[config.mk]
export PLATFORM = sky130hd
export DESIGN_NAME = seq_signed_divider
export DESIGN_NICKNAME = d
export VERILOG_FILES = /design/src/rtl/mac_pkg.sv /design/src/rtl/twos_abs_neg.sv /design/src/rtl/seq_signed_divider.sv
export SDC_FILE = /design/constraint.sdc
export NUM_CORES = 1
export LEC_CHECK = 0
export CELL_PAD_IN_SITES_DETAIL_PLACEMENT = 1
export CELL_PAD_IN_SITES_GLOBAL_PLACEMENT = 1
export CORE_ASPECT_RATIO = 1.1
export CORE_UTILIZATION = 32
export CTS_CLUSTER_DIAMETER = 60
export DETAILED_ROUTE_END_ITERATION = 8
export DONT_BUFFER_PORTS = 1
export PLACE_DENSITY_LB_ADDON = 0.1
export SLEW_MARGIN = 20
export SYNTH_ARGS = -nofsm -noshare
export SYNTH_HDL_FRONTEND = slang
export SYNTH_SLANG_ARGS = --single-unit
[constraint.sdc]
create_clock -name clk -period 3.2 [get_ports clk]
set_clock_uncertainty 0.15 [all_clocks]
set_input_delay 0.32 -clock clk [delete_from_list [all_inputs] [get_ports clk]]
set_output_delay 0.32 -clock clk [all_outputs]
set_load 0.1 [all_outputs]
[src/rtl/mac_pkg.sv]
// mac_pkg: constants shared by the MAC datapath and the divider state encoding
package mac_pkg;
    localparam int MAC_DATA_WIDTH = 16;
    typedef enum logic [1:0] {IDLE = 2'd0, CALC = 2'd1, FIX = 2'd2, ZERO = 2'd3} div_state_t;
endpackage

[src/rtl/twos_abs_neg.sv]
// twos_abs_neg: conditional two's-complement negate, used for operand magnitudes and result signs
module twos_abs_neg #(
    parameter int WIDTH = 16
) (
    input  logic [WIDTH-1:0] x_i,
    input  logic             neg_i,
    output logic [WIDTH-1:0] y_o
);
    assign y_o = neg_i ? -x_i : x_i;
endmodule

[src/rtl/seq_signed_divider.sv]
// seq_signed_divider: restoring signed divider, one quotient bit per clock, start/done handshake
module seq_signed_divider
    import mac_pkg::*;
#(
    parameter int DATA_WIDTH = MAC_DATA_WIDTH,
    parameter int CNT_WIDTH  = $clog2(DATA_WIDTH + 1)
) (
    input  logic                  clk,
    input  logic                  rst,
    input  logic                  start,
    input  logic [DATA_WIDTH-1:0] a,
    input  logic [DATA_WIDTH-1:0] b,
    output logic [DATA_WIDTH-1:0] q,
    output logic [DATA_WIDTH-1:0] r,
    output logic                  busy,
    output logic                  done,
    output logic                  div_by_zero
);
    localparam int W = DATA_WIDTH;
    div_state_t state_q, state_d;
    logic [CNT_WIDTH-1:0] cnt_q, cnt_d;
    logic [W-1:0] pr_q, pr_d, dvd_q, dvd_d, q_q, q_d, r_q, r_d;
    logic [W:0] bmag_q, bmag_d, bmag, shifted;
    logic [W-1:0] amag, q_fix, r_fix, r_src;
    logic sq_q, sq_d, sr_q, sr_d, busy_q, busy_d, done_q, done_d, dbz_q, dbz_d, ge;

    // |a| fits W unsigned bits; |b| gets W+1 so the trial subtract never overflows
    twos_abs_neg #(.WIDTH(W))     u_abs_a (.x_i(a), .neg_i(a[W-1]), .y_o(amag));
    twos_abs_neg #(.WIDTH(W + 1)) u_abs_b (.x_i({b[W-1], b}), .neg_i(b[W-1]), .y_o(bmag));
    twos_abs_neg #(.WIDTH(W))     u_neg_q (.x_i(dvd_q), .neg_i(sq_q), .y_o(q_fix));
    twos_abs_neg #(.WIDTH(W))     u_neg_r (.x_i(r_src), .neg_i(sr_q), .y_o(r_fix));

    // divide-by-zero reports the dividend itself, rebuilt from its stored magnitude and sign
    assign r_src   = (state_q == ZERO) ? dvd_q : pr_q;
    assign shifted = {pr_q, dvd_q[W-1]};
    assign ge      = shifted >= bmag_q;

    always_comb begin
        state_d = state_q;
        cnt_d   = cnt_q;
        pr_d    = pr_q;
        dvd_d   = dvd_q;
        bmag_d  = bmag_q;
        sq_d    = sq_q;
        sr_d    = sr_q;
        q_d     = q_q;
        r_d     = r_q;
        busy_d  = busy_q;
        done_d  = 1'b0;
        dbz_d   = dbz_q;
        case (state_q)
            IDLE: if (start) begin
                state_d = (b == '0) ? ZERO : CALC;
                cnt_d   = '0;
                pr_d    = '0;
                dvd_d   = amag;
                bmag_d  = bmag;
                sq_d    = a[W-1] ^ b[W-1];
                sr_d    = a[W-1];
                busy_d  = 1'b1;
            end
            CALC: begin
                pr_d    = ge ? W'(shifted - bmag_q) : shifted[W-1:0];
                dvd_d   = {dvd_q[W-2:0], ge};
                cnt_d   = cnt_q + 1'b1;
                state_d = (cnt_q == CNT_WIDTH'(W - 1)) ? FIX : CALC;
            end
            FIX: begin
                state_d = IDLE;
                q_d     = q_fix;
                r_d     = r_fix;
                busy_d  = 1'b0;
                done_d  = 1'b1;
                dbz_d   = 1'b0;
            end
            default: begin
                state_d = IDLE;
                q_d     = '1;
                r_d     = r_fix;
                busy_d  = 1'b0;
                done_d  = 1'b1;
                dbz_d   = 1'b1;
            end
        endcase
    end

    always_ff @(posedge clk or posedge rst) begin
        if (rst) begin
            state_q <= IDLE;
            cnt_q   <= '0;
            pr_q    <= '0;
            dvd_q   <= '0;
            bmag_q  <= '0;
            sq_q    <= 1'b0;
            sr_q    <= 1'b0;
            q_q     <= '0;
            r_q     <= '0;
            busy_q  <= 1'b0;
            done_q  <= 1'b0;
            dbz_q   <= 1'b0;
        end else begin
            state_q <= state_d;
            cnt_q   <= cnt_d;
            pr_q    <= pr_d;
            dvd_q   <= dvd_d;
            bmag_q  <= bmag_d;
            sq_q    <= sq_d;
            sr_q    <= sr_d;
            q_q     <= q_d;
            r_q     <= r_d;
            busy_q  <= busy_d;
            done_q  <= done_d;
            dbz_q   <= dbz_d;
        end
    end

    assign q           = q_q;
    assign r           = r_q;
    assign busy        = busy_q;
    assign done        = done_q;
    assign div_by_zero = dbz_q;
endmodule
==> metrics.md, run 1 <==
| Metric | Value |
|---|---|
| Status | `finished clean` |
| Rows | `52` |
| Die Wd | `134 um` |
| DR WL/cell | `between 15 and 20 um` |
| Routability Congestion | `0.830` |
| IO Port Bufs | `0` |
| CP peak stage delay | `0.46 ns` |
| DRC violations left | `0` |
| Setup crit start kind | `flop` |
| Number of global-route vias before repair | `~5,400` |
| Max-Cap Viols | `0` |
| Register area share after synthesis | `0.382` |
| Global Route Usage Sum | `0.199` |
| Tmin final | `between 2 and 3 ns` |
| Worst hold slack | `0.00919 ns` |
| Core footprint | `18,500 sq um` |
| Cell taking the most area after synthesis | `dfrtp_1` |
| Min-delay src | `b[1]` |
| Synthesized area per cell | `around 9 sq um` |
| Starting Density | `0.329` |
| First-pass GRT wire length | `approximately 30,000 um` |
| Vias/cell | `5.32` |
| Detail Route Antenna Nets | `0` |
| Setup_tns | `0 ns` |
| Reg-to-reg setup timing slack | `0.35 ns` |
| Clock root cell | `clkbuf_16` |
| CP Cell Sequence | `ha_1 -> nand3_2 -> or3_4 -> a31oi_2 -> o311ai_4 -> a31oi_4 -> buf_4 -> mux2i_1 -> o2bb2ai_1` |
| CP endpoint kind | `flop` |
| Post-synthesis cell type count | `65` |
| Synth area leaders | `dfrtp_1 (38%), xor2_1 (6.6%), ha_1 (4.7%)` |
| Critical path's top delay family | `compound AO/OA/AOI/OAI gates` |
| Total CTS buffers | `9` |
| CP Class | `flop to flop` |
| Total gr overflow | `0` |
| R2R depth | `9` |
| Clock Sinks | `93` |
| Clock Latency Late Sink | `0.36 ns` |
| Syn nets | `~740` |
| Final Slew Violations | `0` |
| Final period util | `0.890` |
| Pre-antenna DRT Iters | `4` |
| Setup ws final | `~0.35 ns` |
| Req. time, crit path | `3.33 ns` |
| Max clock buf depth | `2` |
| Worst-path clk slew | `roughly 0.07 ns` |
| Final wirelength | `18,200 um` |
| Top-area cell type share of the netlist area | `0.382` |
| Buf/Inv on CP | `1` |
| Worst path slowest cell | `dfrtp_1` |
| H-tree levels | `3` |
| Critical Path AT | `~3.0 ns` |
| Antenna cell count | `0` |
| Mapped Cells | `~680` |
| Yosys reg bits | `between 90 and 100` |
| Iter 0 DRT Violations | `between 200 and 250` |
| CTS tree | `built` |
| Layout cells sized above 1 | `0.0956` |
| Pre-CTS WS | `between 0.1 and 0.15 ns` |
| Worst-Margin Slew | `0.983 ns` |
| Die H | `147 um` |
| Ports | `70` |
| Worst hold path endpoint | `bmag_q[1]$_DFFE_PP0P_` |
| Final hold vios | `0` |
| Worst hold stages | `2` |
| Synthesized area | `between 6000 and 7000 sq um` |
| Critical Path Fanout Max | `6` |
| Post-CTS resize count | `0` |
| Max Freq | `351 MHz` |
| Slew HR | `0.343` |
| Final #Nets | `about 730` |
| Via Count | `approximately 4,900` |
| Worst r2r src | `pr_q[6]$_DFFE_PP0P_` |
| EDFF count, synth | `0` |
| Final HPWL DP | `approximately 14,000 um` |
| Post-synth ARST share | `1.00` |
| R2R Path End | `pr_q[0]$_DFFE_PP0P_` |
| Ys flop type | `dfrtp_1` |
| RSZ-0062 raised after global routing | `no` |
| Endpoints failing setup | `0` |
| Hold crit path type | `input pin to flop` |
| Yosys warning count | `0` |
| Initial antenna violation count | `0` |
| Area grow syn2layout | `11.1%` |
| Largest net degree at the start of global routing | `63` |
| Die area | `19,600 sq um` |
[registers in the layout (all words and copies together) (netlist names)]
name	cells
bmag_q	17
q	16
sr_q	1
pr_q	16
sq_q	1
busy	1
div_by_zero	1
r	16
cnt_q	5
dvd_q	16
done	1
state_q	2
[how the worst max path moves through the flow]
stage | from | to | cells after the start
finish | pr_q[6]$_DFFE_PP0P_ | pr_q[0]$_DFFE_PP0P_ | 9
floorplan | rst | bmag_q[0]$_DFFE_PP0P_ | 1
CTS | pr_q[6]$_DFFE_PP0P_ | pr_q[9]$_DFFE_PP0P_ | 9
detailed placement | pr_q[6]$_DFFE_PP0P_ | pr_q[9]$_DFFE_PP0P_ | 8
global placement | pr_q[5]$_DFFE_PP0P_ | pr_q[7]$_DFFE_PP0P_ | 8
global route | state_q[1]$_DFFE_PP0N_ | r[15]$_DFFE_PP0P_ | 8
[placed cells by master, fill, tap and decap left out, types with 9 or more instances in the layout]
| master | instances |
|---|---|
| o21ai_1 | 19 |
| buf_4 | 19 |
| ha_1 | 23 |
| mux2i_1 | 28 |
| a22oi_1 | 13 |
| a21oi_1 | 28 |
| o21ai_0 | 57 |
| a211oi_1 | 9 |
| nand2_1 | 67 |
| nand3_1 | 20 |
| clkbuf_16 | 9 |
| xnor2_1 | 20 |
| nor2b_1 | 9 |
| nor3_1 | 9 |
| inv_1 | 37 |
| dfrtp_1 | 92 |
| xor2_1 | 46 |
| nor2_1 | 43 |
| o31ai_1 | 14 |
| mux2_2 | 14 |
[final cells by class]
| type | count | area [sq um] |
|---|---|---|
| Inverter | 38 | 144 |
| Tap cell | 243 | 304 |
| Fill cell | 2150 | 11800 |
| Clock buffer | 10 | 229 |
| Multi-Input combinational cell | 504 | 3430 |
| Sequential cell | 93 | 2330 |
| Timing Repair Buffer | 29 | 263 |
| Clock inverter | 6 | 71.3 |
[logic make-up after synthesis]
family,share of synthesized area
and+or+nand+nor,0.145
DFF,0.382
muxes,0.0718
xor gates and xnor gates,0.0948
buffers and inverters,0.0558
AOI/OAI and AO/OA,0.200
adders and majority gates,0.0505
[repair_timing]
item                       4_1_cts  5_1_grt
buffers inserted                 0        2
hold endpoints to repair        48        0
hold buffers                     8        0
setup endpoints to repair        0        1
[worst register-to-register path, delay by kind of cell (launching register included)]
| kind | cells | cell delay, ns |
|---|---|---|
| buffers and inverters | 1 | 0.21 |
| adder cells (fa/ha/maj) | 1 | 0.42 |
| AO/OA/AOI/OAI | 4 | 0.80 |
| AND/OR/NAND/NOR | 2 | 0.52 |
| flip-flops | 1 | 0.46 |
| multiplexers | 1 | 0.20 |
[cells in the mapped netlist (19+ instances only)]
master	count
xor2_1	46
nand3_1	20
nand2_1	68
xnor2_1	20
o21ai_0	57
nor2_1	43
o21ai_1	19
dfrtp_1	93
mux2i_1	28
a21oi_1	28
inv_1	38
clkbuf_1	31
ha_1	23
[layer usage]
layer  routed length, um  global-route usage
met1                8400               0.259
met2                8790               0.335
met3                 568              0.0283
met4                 409              0.0744
met5                   0                   0
[per-stage QoR]
step	instances	cell area, sq um	util
2_1_floorplan	678	6100	-
3_3_place_gp	897	6380	0.344
3_5_place_dp	897	6380	0.344
4_1_cts	921	6760	0.365
5_1_grt	923	6770	0.365
6_report	923	6770	0.365
Power of run 1 is not shown: default switching activity piles up to over one toggle a cycle in this logic, so the estimate is an artifact.
==> run 2, diff against run 1 <==
CTS_CLUSTER_SIZE = 10   (was default)
==> results of run 2 <==
Final layout, timing and power as in run 1 (identical DEF).
Power of run 2 is left out for the same reason.
